## config.mk

```make
export PLATFORM = sky130hd
export DESIGN_NAME = data_cache
export DESIGN_NICKNAME = d
export VERILOG_FILES = /design/src/rtl/data_cache_pkg.sv /design/src/rtl/data_cache_if.sv /design/src/rtl/data_cache_fsm.sv /design/src/rtl/data_cache.sv
export SDC_FILE = /design/constraint.sdc
export NUM_CORES = 1
export LEC_CHECK = 0
export CORE_MARGIN = 5
export CORE_UTILIZATION = 30
export DETAILED_ROUTE_END_ITERATION = 10
export PLACE_DENSITY = 0.52
export SLEW_MARGIN = 5
export SYNTH_ARGS = -nofsm -noshare
export SYNTH_HDL_FRONTEND = slang
export SYNTH_SLANG_ARGS = --single-unit
```

## constraint.sdc

```tcl
create_clock -name CLK -period 8.3 [get_ports CLK]
set_clock_uncertainty 0.2 [all_clocks]
set_input_delay 1.66 -clock CLK [delete_from_list [all_inputs] [get_ports CLK]]
set_output_delay 1.66 -clock CLK [all_outputs]
set_load 0.02 [all_outputs]
```

## src/rtl/data_cache_pkg.sv

```systemverilog
// Shared types and geometry for the direct-mapped, write-back data cache.
package data_cache_pkg;

    localparam int NUM_LINES   = 8;
    localparam int BLOCK_BYTES = 4;
    localparam int TAG_W       = 3;
    localparam int INDEX_W     = 3;
    localparam int OFFSET_W    = 2;
    localparam int LINE_W      = 8 * BLOCK_BYTES;
    localparam int BLK_ADDR_W  = TAG_W + INDEX_W;

    typedef enum logic [1:0] {
        IDLE      = 2'd0,
        WRITEBACK = 2'd1,
        ALLOCATE  = 2'd2,
        UPDATE    = 2'd3
    } state_e;

endpackage

```

## src/rtl/data_cache_if.sv

```systemverilog
// Block-level memory bus between the cache (master) and backing memory (slave).
interface data_cache_if;
    import data_cache_pkg::*;

    logic                  memRead;
    logic                  memWrite;
    logic [BLK_ADDR_W-1:0] memAddress;
    logic [LINE_W-1:0]     memWriteData;
    logic [LINE_W-1:0]     memReadData;
    logic                  memBusy;

    modport master (
        output memRead, memWrite, memAddress, memWriteData,
        input  memReadData, memBusy
    );

    modport slave (
        input  memRead, memWrite, memAddress, memWriteData,
        output memReadData, memBusy
    );

endinterface

```

## src/rtl/data_cache_fsm.sv

```systemverilog
// Miss-handling controller: write back a dirty victim, fetch the block, install it.
// Drives only the memory request strobes; address and data come from the top.
module data_cache_fsm
    import data_cache_pkg::*;
(
    input  logic               CLK,
    input  logic               RESET,
    input  logic               req_i,
    input  logic               hit_i,
    input  logic               victim_dirty_i,
    data_cache_if.master       mem,
    output state_e             state_o,
    output logic               busy_o
);

    state_e state_q, state_d;

    always_ff @(posedge CLK or posedge RESET) begin
        if (RESET) state_q <= IDLE;
        else       state_q <= state_d;
    end

    always_comb begin
        state_d      = state_q;
        busy_o       = 1'b0;
        mem.memRead  = 1'b0;
        mem.memWrite = 1'b0;
        case (state_q)
            IDLE: begin
                if (req_i && !hit_i) begin
                    busy_o  = 1'b1;
                    state_d = victim_dirty_i ? WRITEBACK : ALLOCATE;
                end
            end
            WRITEBACK: begin
                busy_o       = 1'b1;
                mem.memWrite = 1'b1;
                if (!mem.memBusy) state_d = ALLOCATE;
            end
            ALLOCATE: begin
                busy_o      = 1'b1;
                mem.memRead = 1'b1;
                if (!mem.memBusy) state_d = UPDATE;
            end
            UPDATE: begin
                busy_o  = 1'b1;
                state_d = IDLE;
            end
            default: state_d = IDLE;
        endcase
    end

    assign state_o = state_q;

endmodule

```

## src/rtl/data_cache.sv

```systemverilog
// Direct-mapped write-back, write-allocate byte cache: 8 lines x 4 bytes.
// Optional hit/miss counters are built when DATA_CACHE_STATS_EN is defined.
module data_cache
    import data_cache_pkg::*;
(
    input  logic        CLK,
    input  logic        RESET,
    input  logic        readEn,
    input  logic        writeEn,
    input  logic [7:0]  dataAddress,
    input  logic [7:0]  dataIn,
    output logic [7:0]  dataOut,
    output logic        BUSY,
    output logic        memRead,
    output logic        memWrite,
    output logic [5:0]  memAddress,
    output logic [31:0] memWriteData,
    input  logic [31:0] memReadData,
    input  logic        memBusy
`ifdef DATA_CACHE_STATS_EN
    ,
    output logic [15:0] hitCount,
    output logic [15:0] missCount
`endif
);

    logic [TAG_W-1:0]    tag_in;
    logic [INDEX_W-1:0]  idx;
    logic [OFFSET_W-1:0] off;
    logic [4:0]          bit_base;

    assign tag_in   = dataAddress[OFFSET_W+INDEX_W +: TAG_W];
    assign idx      = dataAddress[OFFSET_W +: INDEX_W];
    assign off      = dataAddress[OFFSET_W-1:0];
    assign bit_base = {off, 3'b000};

    logic [NUM_LINES-1:0] valid_q;
    logic [NUM_LINES-1:0] dirty_q;
    logic [TAG_W-1:0]     tag_q  [NUM_LINES];
    logic [LINE_W-1:0]    data_q [NUM_LINES];
    logic [LINE_W-1:0]    fill_q;

    logic   req, hit, fsm_busy, idle_wr_hit;
    state_e state;

    // Both enables high is treated as a write.
    assign req         = readEn | writeEn;
    assign hit         = valid_q[idx] && (tag_q[idx] == tag_in);
    assign idle_wr_hit = (state == IDLE) && writeEn && hit;

    data_cache_if mem_bus ();

    data_cache_fsm u_fsm (
        .CLK            (CLK),
        .RESET          (RESET),
        .req_i          (req),
        .hit_i          (hit),
        .victim_dirty_i (valid_q[idx] & dirty_q[idx]),
        .mem            (mem_bus.master),
        .state_o        (state),
        .busy_o         (fsm_busy)
    );

    assign mem_bus.memReadData = memReadData;
    assign mem_bus.memBusy     = memBusy;
    assign memRead             = mem_bus.memRead;
    assign memWrite            = mem_bus.memWrite;
    assign memAddress          = mem_bus.memAddress;
    assign memWriteData        = mem_bus.memWriteData;

    always_comb begin
        mem_bus.memAddress   = '0;
        mem_bus.memWriteData = '0;
        case (state)
            WRITEBACK: begin
                mem_bus.memAddress   = {tag_q[idx], idx};
                mem_bus.memWriteData = data_q[idx];
            end
            ALLOCATE: mem_bus.memAddress = dataAddress[7:OFFSET_W];
            default: ;
        endcase
    end

    assign BUSY    = fsm_busy & ~RESET;
    assign dataOut = (!RESET && state == IDLE && readEn && !writeEn && hit)
                     ? data_q[idx][bit_base +: 8] : 8'h00;

    always_ff @(posedge CLK) begin
        if (state == ALLOCATE && !memBusy) fill_q <= memReadData;
    end

    // Tag/data payload carries no reset; valid bits alone qualify it.
    always_ff @(posedge CLK) begin
        if (!RESET) begin
            if (state == UPDATE) begin
                data_q[idx] <= fill_q;
                tag_q[idx]  <= tag_in;
            end else if (idle_wr_hit) begin
                data_q[idx][bit_base +: 8] <= dataIn;
            end
        end
    end

    always_ff @(posedge CLK or posedge RESET) begin
        if (RESET) begin
            valid_q <= '0;
            dirty_q <= '0;
        end else if (state == UPDATE) begin
            valid_q[idx] <= 1'b1;
            dirty_q[idx] <= 1'b0;
        end else if (idle_wr_hit) begin
            dirty_q[idx] <= 1'b1;
        end
    end

`ifdef DATA_CACHE_STATS_EN
    logic        relookup_q;
    logic [15:0] hit_cnt_q, miss_cnt_q;

    // The lookup right after UPDATE is the tail of a miss, not a fresh hit.
    always_ff @(posedge CLK or posedge RESET) begin
        if (RESET) begin
            relookup_q <= 1'b0;
            hit_cnt_q  <= '0;
            miss_cnt_q <= '0;
        end else begin
            relookup_q <= (state == UPDATE);
            if (state == IDLE && req) begin
                if (hit && !relookup_q && hit_cnt_q != 16'hFFFF)
                    hit_cnt_q <= hit_cnt_q + 16'd1;
                if (!hit && miss_cnt_q != 16'hFFFF)
                    miss_cnt_q <= miss_cnt_q + 16'd1;
            end
        end
    end

    assign hitCount  = hit_cnt_q;
    assign missCount = miss_cnt_q;
`endif

endmodule

```

==> results.cfg, run 1 <==
[die]
ioPinCount = 102
coreArea_um2 = 47550
rows = 80
dieArea_um2 = 52370
die_x_um = 228.9
die_y_um = 228.9
start_util_pct = 30.22

[logic_synthesis]
ys_ff_latch = 330
synth_top_area_share_pct = 65.20
synth_warnings = 0
synthesis.area_um2 = 14370
syn_inst = 916
synth_cell_types = 65
ys.flop_type = edfxtp_1
synth_seq_area_share_pct = 68.34
yosysTopAreaCell = edfxtp_1
async_flop_share_pct = 5.455
synth_edf_count = 312
synth_nets = 978
syn_area_per_cell_um2 = 15.69
synth_area_leaders = edfxtp_1, mux4_2, mux2i_1, dfrtp_1, nand2_1

[power_and_ir_drop]
power.share.clock_pct = 35.8
peakVddDrop_mv = 0.1119
swShare_pct = 27.25
leakagePower_nw = 5.662
comb_power_share_pct = 17.5
p_int_mw = 3.129
pwr-share-seq_pct = 46.7
p_per_area_nw_per_um2 = 251.3
p_sw_mw = 1.172

[min_path]
hp-class = flip-flop to flip-flop
hold_start = valid_q[2]

[global_routing]
antenna_found_initial = 0
grt_use_total_pct = 15.84
grt_pass1_vias = 8749
grt-ovfl-total = 0
grt_pass1_wl_um = 61600
grt_max_degree = 58

[finish]
final_util_pct = 36.01
num_antenna_cells = 0
layout_commonest_cell = edfxtp_1
fin_nets = 1089
design_area_um2 = 17120
layout_common_cells = edfxtp_1, clkdlybuf4s50_1, mux2i_1
final_cells = 1668
drive_above_1_share_pct = 14.53
area_delta_synth_final_pct = 19.15

[route]
antenna_left = 0
drt-initial-drc-count = 831
drcViolationCount = 0
num_vias = 8619
viasPerCell = 5.167
wirelength_um = 42570
firstDrtPassIters = 6
routedWlPerCell_um = 25.52

[cts]
numCtsBuffers = 38
clk_pin_slew_ns = 0.06
postCtsSetupBuffers = 0
cts_resized = 0
holdBufCountCts = 0
clock_latency_ns = 0.54
cts_sinks = 330
cts_root_buf = clkbuf_16
cts_tree = built
cts.path.max_buffers = 3
htreeDepth = 2

[worst_setup_path]
required_ns = 6.44
r2r_start = tag_q[7][1]
setup.worst_path.class = input pin to primary output
cp.arrival_ns = 5.09
worstSetupStartpoint = dataAddress[4]
crit_path_max_fanout = 57
start_kind = input pin
endpoint_kind = primary output

[flow_run]
drv_cap = 0

[timing]
period_share_pct = 83.70
drv_slew = 0
timing.slew.headroom_pct = 22.04
fin_crit_ns = 6.947
finalHoldViolCount = 0
finalSetupViolations = 0
tightest_slew_ns = 1.165
max_freq_mhz = 144.0
fin_tns_setup_ns = 0
rsz0062_at_grt = no
holdWs_ns = 0.2697

[place]
dp.cells = 1602
routabilityCongestion = 0.8790
dpl_cell_area_um2 = 15990
post-dp-hpwl_um = 30050
io_buffers = 101

[outcome]
status = complete, no violations
==> synthesized netlist by cell type (7+ instances only) <==
cell type,count
inv_1,48
nor2b_1,22
mux2_2,15
buf_6,9
a221oi_1,22
nor3_1,12
dfrtp_1,18
o22ai_1,15
nor2_1,49
o221ai_1,7
mux4_2,35
a22oi_1,17
buf_4,13
mux2i_1,72
edfxtp_1,312
a21oi_1,18
clkbuf_1,11
ha_1,9
nand2b_1,9
nand2_1,68
o21ai_0,7
buf_2,12
a22o_1,12
and2_1,28
==> path summary, 6_finish.rpt <==
| kind | end | slack (ns) | cells after the start |
|---|---|---|---|
| worst min-delay path | valid_q[2] | 0.27 | 1 |
| worst max register to register | data_q[4][13] | 4.65 | 7 |
| min in group asynchronous | asynchronous set/reset pin | 1.53 | 4 |
| max in group asynchronous | valid_q[7] | 6.14 | 4 |
| worst min register to register | valid_q[2] | 0.27 | 1 |
| worst max-delay path | dataOut[2] | 1.35 | 9 |
==> state kept, by name, indices dropped and copies added, names as in the netlist, named ones only <==
register       cells
fill_q            32
u_fsm.state_o      2
valid_q            8
tag_q             24
data_q           256
==> cell type report <==
class / count / area (µm²)
clock inverter: 24 / 140.1
multi-input combinational: 489 / 4081
sequential: 330 / 9819
tap: 615 / 769.5
clock buffer: 42 / 987.2
inverter: 49 / 183.9
fill: 4523 / 30430
timing repair buffer: 119 / 1139
==> kinds of logic after synthesis <==
kind of cell / synth area share, %
flops: 68.34
simple gates: 8.237
compound gates: 7.114
mux: 12.02
buf+inv: 3.448
fa+ha+maj: 0.7837
xor+xnor: 0.06097
==> worst max-delay path, stage by stage <==
cell	delay, ns
buf_4	0.59
nand2b_1	0.56
o22ai_1	0.17
a211oi_2	0.35
mux2i_1	0.23
buf_4	0.28
nand2_4	0.18
nor4_1	0.36
clkdlybuf4s50_1	0.68
==> per-layer routing <==
metal | GRT usage (%) | vias to the layer above | wire, µm
met5 | 0 | - | 0
met4 | 3.871 | 0 | 986
met3 | 3.764 | 78 | 3249
met2 | 24.26 | 369 | 19110
met1 | 22.91 | 4407 | 19230
li1 | - | 3765 | -
==> through the flow <==
| step | total power, mW | setup WS (ns) |
|---|---|---|
| floorplan | 2.467 | 2.682 |
| global placement | 2.793 | 1.354 |
| detailed placement | 2.798 | 1.347 |
| CTS | 4.335 | 1.350 |
| global route | 4.470 | 1.142 |
| finish | 4.302 | 1.353 |
==> power groups by stage <==
stage	clock network (mW)	logic, mW	registers (mW)
after floorplan	0	0.434	2.03
after global placement	0	0.749	2.04
after detailed placement	0	0.753	2.05
after CTS	1.57	0.756	2.01
after global routing	1.65	0.804	2.02
final	1.54	0.752	2.01
Power figures use the tool's default switching activity.
==> run 2: changes to the inputs <==
- PLACE_DENSITY: 0.52 -> 0.54
- clock period: 8.3 -> 5.8 ns (I/O delays scaled with it)
==> run 2 against run 1 <==
Effect of this change: critical path depth decreased by 1; sequential power increased by 43%; cell count increased by 2.3%; via count increased by 1.2%; utilization increased by 0.74 points; critical path type unchanged; largest power group unchanged.
==> results.cfg, run 2 (synthesis results as in run 1) <==
[worst_setup_path]
setup.worst_path.class = input pin to primary output
timing.rr.end = data_q[7][16]
crit_buf_inv = 3
required_ns = 4.44
max_stage_delay_ns = 0.66
r2r_start = tag_q[4][2]
crit_path_max_fanout = 31
crit_family = buffers and inverters
path_cells = buf_4, and2_1, buf_12, a21oi_1, o221ai_1, mux4_2, nor4b_2, clkdlybuf4s50_1
crit_path_top_delay_cell = clkdlybuf4s50_1
endpoint_kind = primary output
start_kind = input pin
r2r_slack_ns = 2.01
cp.arrival_ns = 4.15
reg2reg_depth = 7

[cts]
holdBufCountCts = 0
numCtsBuffers = 37
clk_pin_slew_ns = 0.06
cts_root_buf = clkbuf_16
cts_resized = 0
cts_sinks = 330
postCtsSetupBuffers = 0
htreeDepth = 2
cts.path.max_buffers = 3
clock_latency_ns = 0.53
cts_tree = built

[place]
io_buffers = 101
dpl_cell_area_um2 = 16300
dp.cells = 1640
post-dp-hpwl_um = 29540
dp_slack_ns = 0.3529
routabilityCongestion = 0.8411

[global_routing]
grt_use_total_pct = 15.57
grt_max_degree = 33
use_met1_pct = 22.90
antenna_found_initial = 1
grt_util_met2_pct = 23.03
grt_pass1_vias = 8783
busiest_layer = met2
use_met3_pct = 3.863
grt_pass1_wl_um = 60420
grt-ovfl-total = 0

[min_path]
min_path_cells = 1
worstHoldEndpoint = valid_q[0]
hold_start = valid_q[0]
hp-class = flip-flop to flip-flop

[finish]
layout_common_cells = edfxtp_1, clkdlybuf4s50_1, mux2i_1
seq_area_um2 = 9819
final_util_pct = 36.74
largest_register = data_q
reg_top3 = data_q x256, fill_q x32, tag_q x24
drive_above_1_share_pct = 17.06
area_delta_synth_final_pct = 21.59
layout_commonest_cell = edfxtp_1
design_area_um2 = 17470
final_cells = 1707
largest_register_ffs = 256
multiInputGateArea_um2 = 4061
fin_nets = 1126
fillerInstances = 4470

[timing]
finalSetupViolations = 0
drv_slew = 0
finalHoldViolCount = 0
setup_ws_ns = 0.2932
fin_crit_ns = 5.507
period_share_pct = 94.95
rsz0062_at_grt = no
timing.slew.headroom_pct = 24.72
fin_tns_setup_ns = 0
max_freq_mhz = 181.6
tightest_slew_ns = 1.125

[route]
drt-initial-drc-count = 931
drcViolationCount = 0
firstDrtPassIters = 5
wirelength_um = 41590
routedWlPerCell_um = 24.36
viasPerCell = 5.112
num_vias = 8726
antenna_left = 0

[die]
coreArea_um2 = 47550
start_util_pct = 30.22
rows = 80
die_y_um = 228.9
dieArea_um2 = 52370
ioPinCount = 102
die_x_um = 228.9

[power_and_ir_drop]
p_per_area_nw_per_um2 = 356.3
leakagePower_nw = 5.880
peakVddDrop_mv = 0.1967

[outcome]
status = complete, no violations

[flow_run]
drv_cap = 0
==> run 2: cell count changes in the layout (fill, tap and decap cells not counted) <==
| cell | before | now |
|---|---|---|
| buf_4 | 21 | 56 |
| nor3_1 | 8 | 12 |
| nor3_2 | 4 | 0 |
| buf_12 | 0 | 3 |
| bufinv_16 | 1 | 3 |
| clkbuf_1 | 3 | 5 |
| clkinv_1 | 13 | 11 |
| clkinv_2 | 6 | 4 |
| diode_2 | 0 | 2 |
| clkinvlp_4 | 3 | 2 |
==> run 2: cell type report <==
cell class,instances,area share [%]
Sequential cell,330,56.21
Multi-Input combinational cell,489,23.25
Timing Repair Buffer,157,8.365
Clock buffer,44,5.694
Tap cell,615,4.404
Inverter,49,1.053
Clock inverter,21,1.003
Antenna cell,2,0.02865
==> run 2: worst max-delay path by stage <==
stage                         from         end  slack, ns  depth (start not counted)
floorplan           dataAddress[2]  dataOut[2]       1.18                          8
global placement    dataAddress[2]  dataOut[1]       0.33                          8
detailed placement  dataAddress[2]  dataOut[1]       0.35                          8
CTS                 dataAddress[2]  dataOut[1]       0.36                          8
global route        dataAddress[3]  dataOut[1]       0.22                          9
finish              dataAddress[2]  dataOut[1]       0.29                          8
==> run 2: layer usage <==
metal	up-vias	part of all wire, %
met3	66	7.9
met1	4437	46
met2	369	44
met5	-	0.031
li1	3852	-
met4	2	2.4
==> run 2: where the power goes <==
part / switching [mW] / internal, mW / total [mW] / leakage, nW
logic: 0.689 / 0.404 / 1.09 / 2.28
clock network: 0.905 / 1.35 / 2.26 / 0.567
registers: 0.0402 / 2.83 / 2.88 / 3.04
total: 1.63 / 4.59 / 6.23 / 5.88
==> run 2: through the flow <==
stage	hold slack, ns	total power [mW]
after floorplan	0.2340	3.530
after global placement	0.2508	4.006
after detailed placement	0.2585	4.014
after CTS	0.2731	6.274
after global routing	0.2818	6.472
final	0.2799	6.225
==> run 3: changes to the inputs <==
- CORE_MARGIN: 5 -> 4
==> run 3 against run 2 <==
Effect of this change: sequential share of layout area increased by 0.077 points; total power up 1.4%; hold slack got worse by 0.011 ns; die area is 1.7% lower; clock-buffer cell count did not move; sequential cell count unchanged; sequential power hardly changed; via count increased by 0.28%; clock power increased by 4%; critical path type unchanged.
==> results.cfg, run 3 (synthesis results as in run 1) <==
[outcome]
status = complete, no violations

[cts]
cts_resized = 0
cts_tree = built
numCtsBuffers = 37
clock_latency_ns = 0.55
cts_root_buf = clkbuf_16
clk_pin_slew_ns = 0.06
cts_sinks = 330
holdBufCountCts = 0
htreeDepth = 2
postCtsSetupBuffers = 0
cts.path.max_buffers = 3

[global_routing]
grt_pass1_wl_um = 61540
grt_pass1_vias = 8936
grt_max_degree = 52
antenna_found_initial = 2
grt-ovfl-total = 0
grt_use_total_pct = 16.43

[timing]
period_share_pct = 93.90
finalSetupViolations = 0
holdWs_ns = 0.2685
rsz0062_at_grt = no
fin_tns_setup_ns = 0
finalHoldViolCount = 0
max_freq_mhz = 183.6
drv_slew = 0
fin_crit_ns = 5.446
setup_ws_ns = 0.3535
tightest_slew_ns = 1.092
timing.slew.headroom_pct = 26.92

[finish]
layout_commonest_cell = edfxtp_1
fin_nets = 1121
seq_area_um2 = 9819
largest_register = data_q
drive_above_1_share_pct = 16.73
largest_register_ffs = 256
fillerInstances = 4371
reg_top3 = data_q x256, fill_q x32, tag_q x24
layout_common_cells = edfxtp_1, clkdlybuf4s50_1, mux2i_1
final_util_pct = 37.16
area_delta_synth_final_pct = 21.42
multiInputGateArea_um2 = 4061

[power_and_ir_drop]
p_total_mw = 6.310
swShare_pct = 26.81
p_int_mw = 4.618
comb_power_share_pct = 17.0
peakVddDrop_mv = 0.1725
pwr-share-seq_pct = 45.6
p_sw_mw = 1.692
p_per_area_nw_per_um2 = 361.7
power.share.clock_pct = 37.4
leakagePower_nw = 5.861

[die]
dieArea_um2 = 51460
coreArea_um2 = 46950
rows = 79
ioPinCount = 102
start_util_pct = 30.60
die_y_um = 226.9
die_x_um = 226.9

[worst_setup_path]
crit_buf_inv = 3
required_ns = 4.44
crit_family = simple AND/OR/NAND/NOR gates
max_stage_delay_ns = 0.71
setup.worst_path.class = input pin to primary output
r2r_start = tag_q[7][1]
cp.arrival_ns = 4.09
endpoint_kind = primary output
start_kind = input pin
crit_path_max_fanout = 51
worstSetupStartpoint = dataAddress[3]
crit_path_top_delay_cell = clkdlybuf4s50_1
r2r_slack_ns = 2.20
path_cells = buf_4, buf_12, nand2b_1, o22a_1, and3_1, nor4_4, nand2_4, nor4b_2, clkdlybuf4s50_1

[place]
io_buffers = 101
dp_slack_ns = 0.3463
routabilityCongestion = 0.8760
post-dp-hpwl_um = 28980

[route]
drt-initial-drc-count = 872
firstDrtPassIters = 5
routedWlPerCell_um = 25.01
wirelength_um = 42470
drcViolationCount = 0
num_vias = 8750
antenna_left = 0
viasPerCell = 5.153

[flow_run]
drv_cap = 0

[min_path]
hp-class = flip-flop to flip-flop
hold_start = valid_q[2]
-- run 3: cell types whose count changed in the layout (fill, tap and decap cells not counted), sizes merged --
cell / before / now
diode: 2 / 3
clkinvlp: 2 / 3
bufinv: 3 / 4
buf: 59 / 54
clkinv: 15 / 16
-- run 3: worst reg2reg max path, delay by kind of cell (launching register included) --
| kind | cells | cell delay [ns] |
|---|---|---|
| simple gates | 2 | 0.95 |
| flops | 1 | 0.37 |
| mux | 2 | 1.02 |
| buf+inv | 1 | 0.31 |
| compound gates | 2 | 0.46 |
-- run 3: worst paths after layout --
check | to | cells past startpoint
max in group asynchronous | valid_q[5] | 4
min in group asynchronous | asynchronous set/reset pin | 4
worst max-delay path | dataOut[1] | 9
worst min-delay path | valid_q[2] | 1
worst max register to register | data_q[1][0] | 7
worst min register to register | valid_q[2] | 1
-- run 3: per-stage QoR --
step | cells | cell area [µm²]
final | 1698 | 17450
after CTS | 1695 | 17440
after detailed placement | 1627 | 16220
after floorplan | 916 | 14370
after global placement | 1627 | 16220
after global routing | 1695 | 17440
-- run 3: power groups by stage --
stage,clock network (mW),logic (mW),registers [mW]
floorplan,0,0.621,2.91
global placement,0,1.07,2.92
detailed placement,0,1.08,2.92
CTS,2.39,1.08,2.88
global route,2.50,1.16,2.89
finish,2.36,1.07,2.87
-- run 3: per-layer routing --
metal	track usage, %	vias to the layer above	routed length (µm)
li1	-	3842	-
met1	22.86	4462	18280
met2	25.10	393	19220
met3	5.010	53	4086
met4	4.517	0	889
met5	0	-	0
-- run 3: layout make-up --
type	count	share of cell area, %
clock buffer	44	5.579
tap	607	4.353
antenna	3	0.04303
inverter	49	1.054
multi-input combinational	489	23.28
sequential	330	56.28
timing repair buffer	152	8.018
clock inverter	24	1.391
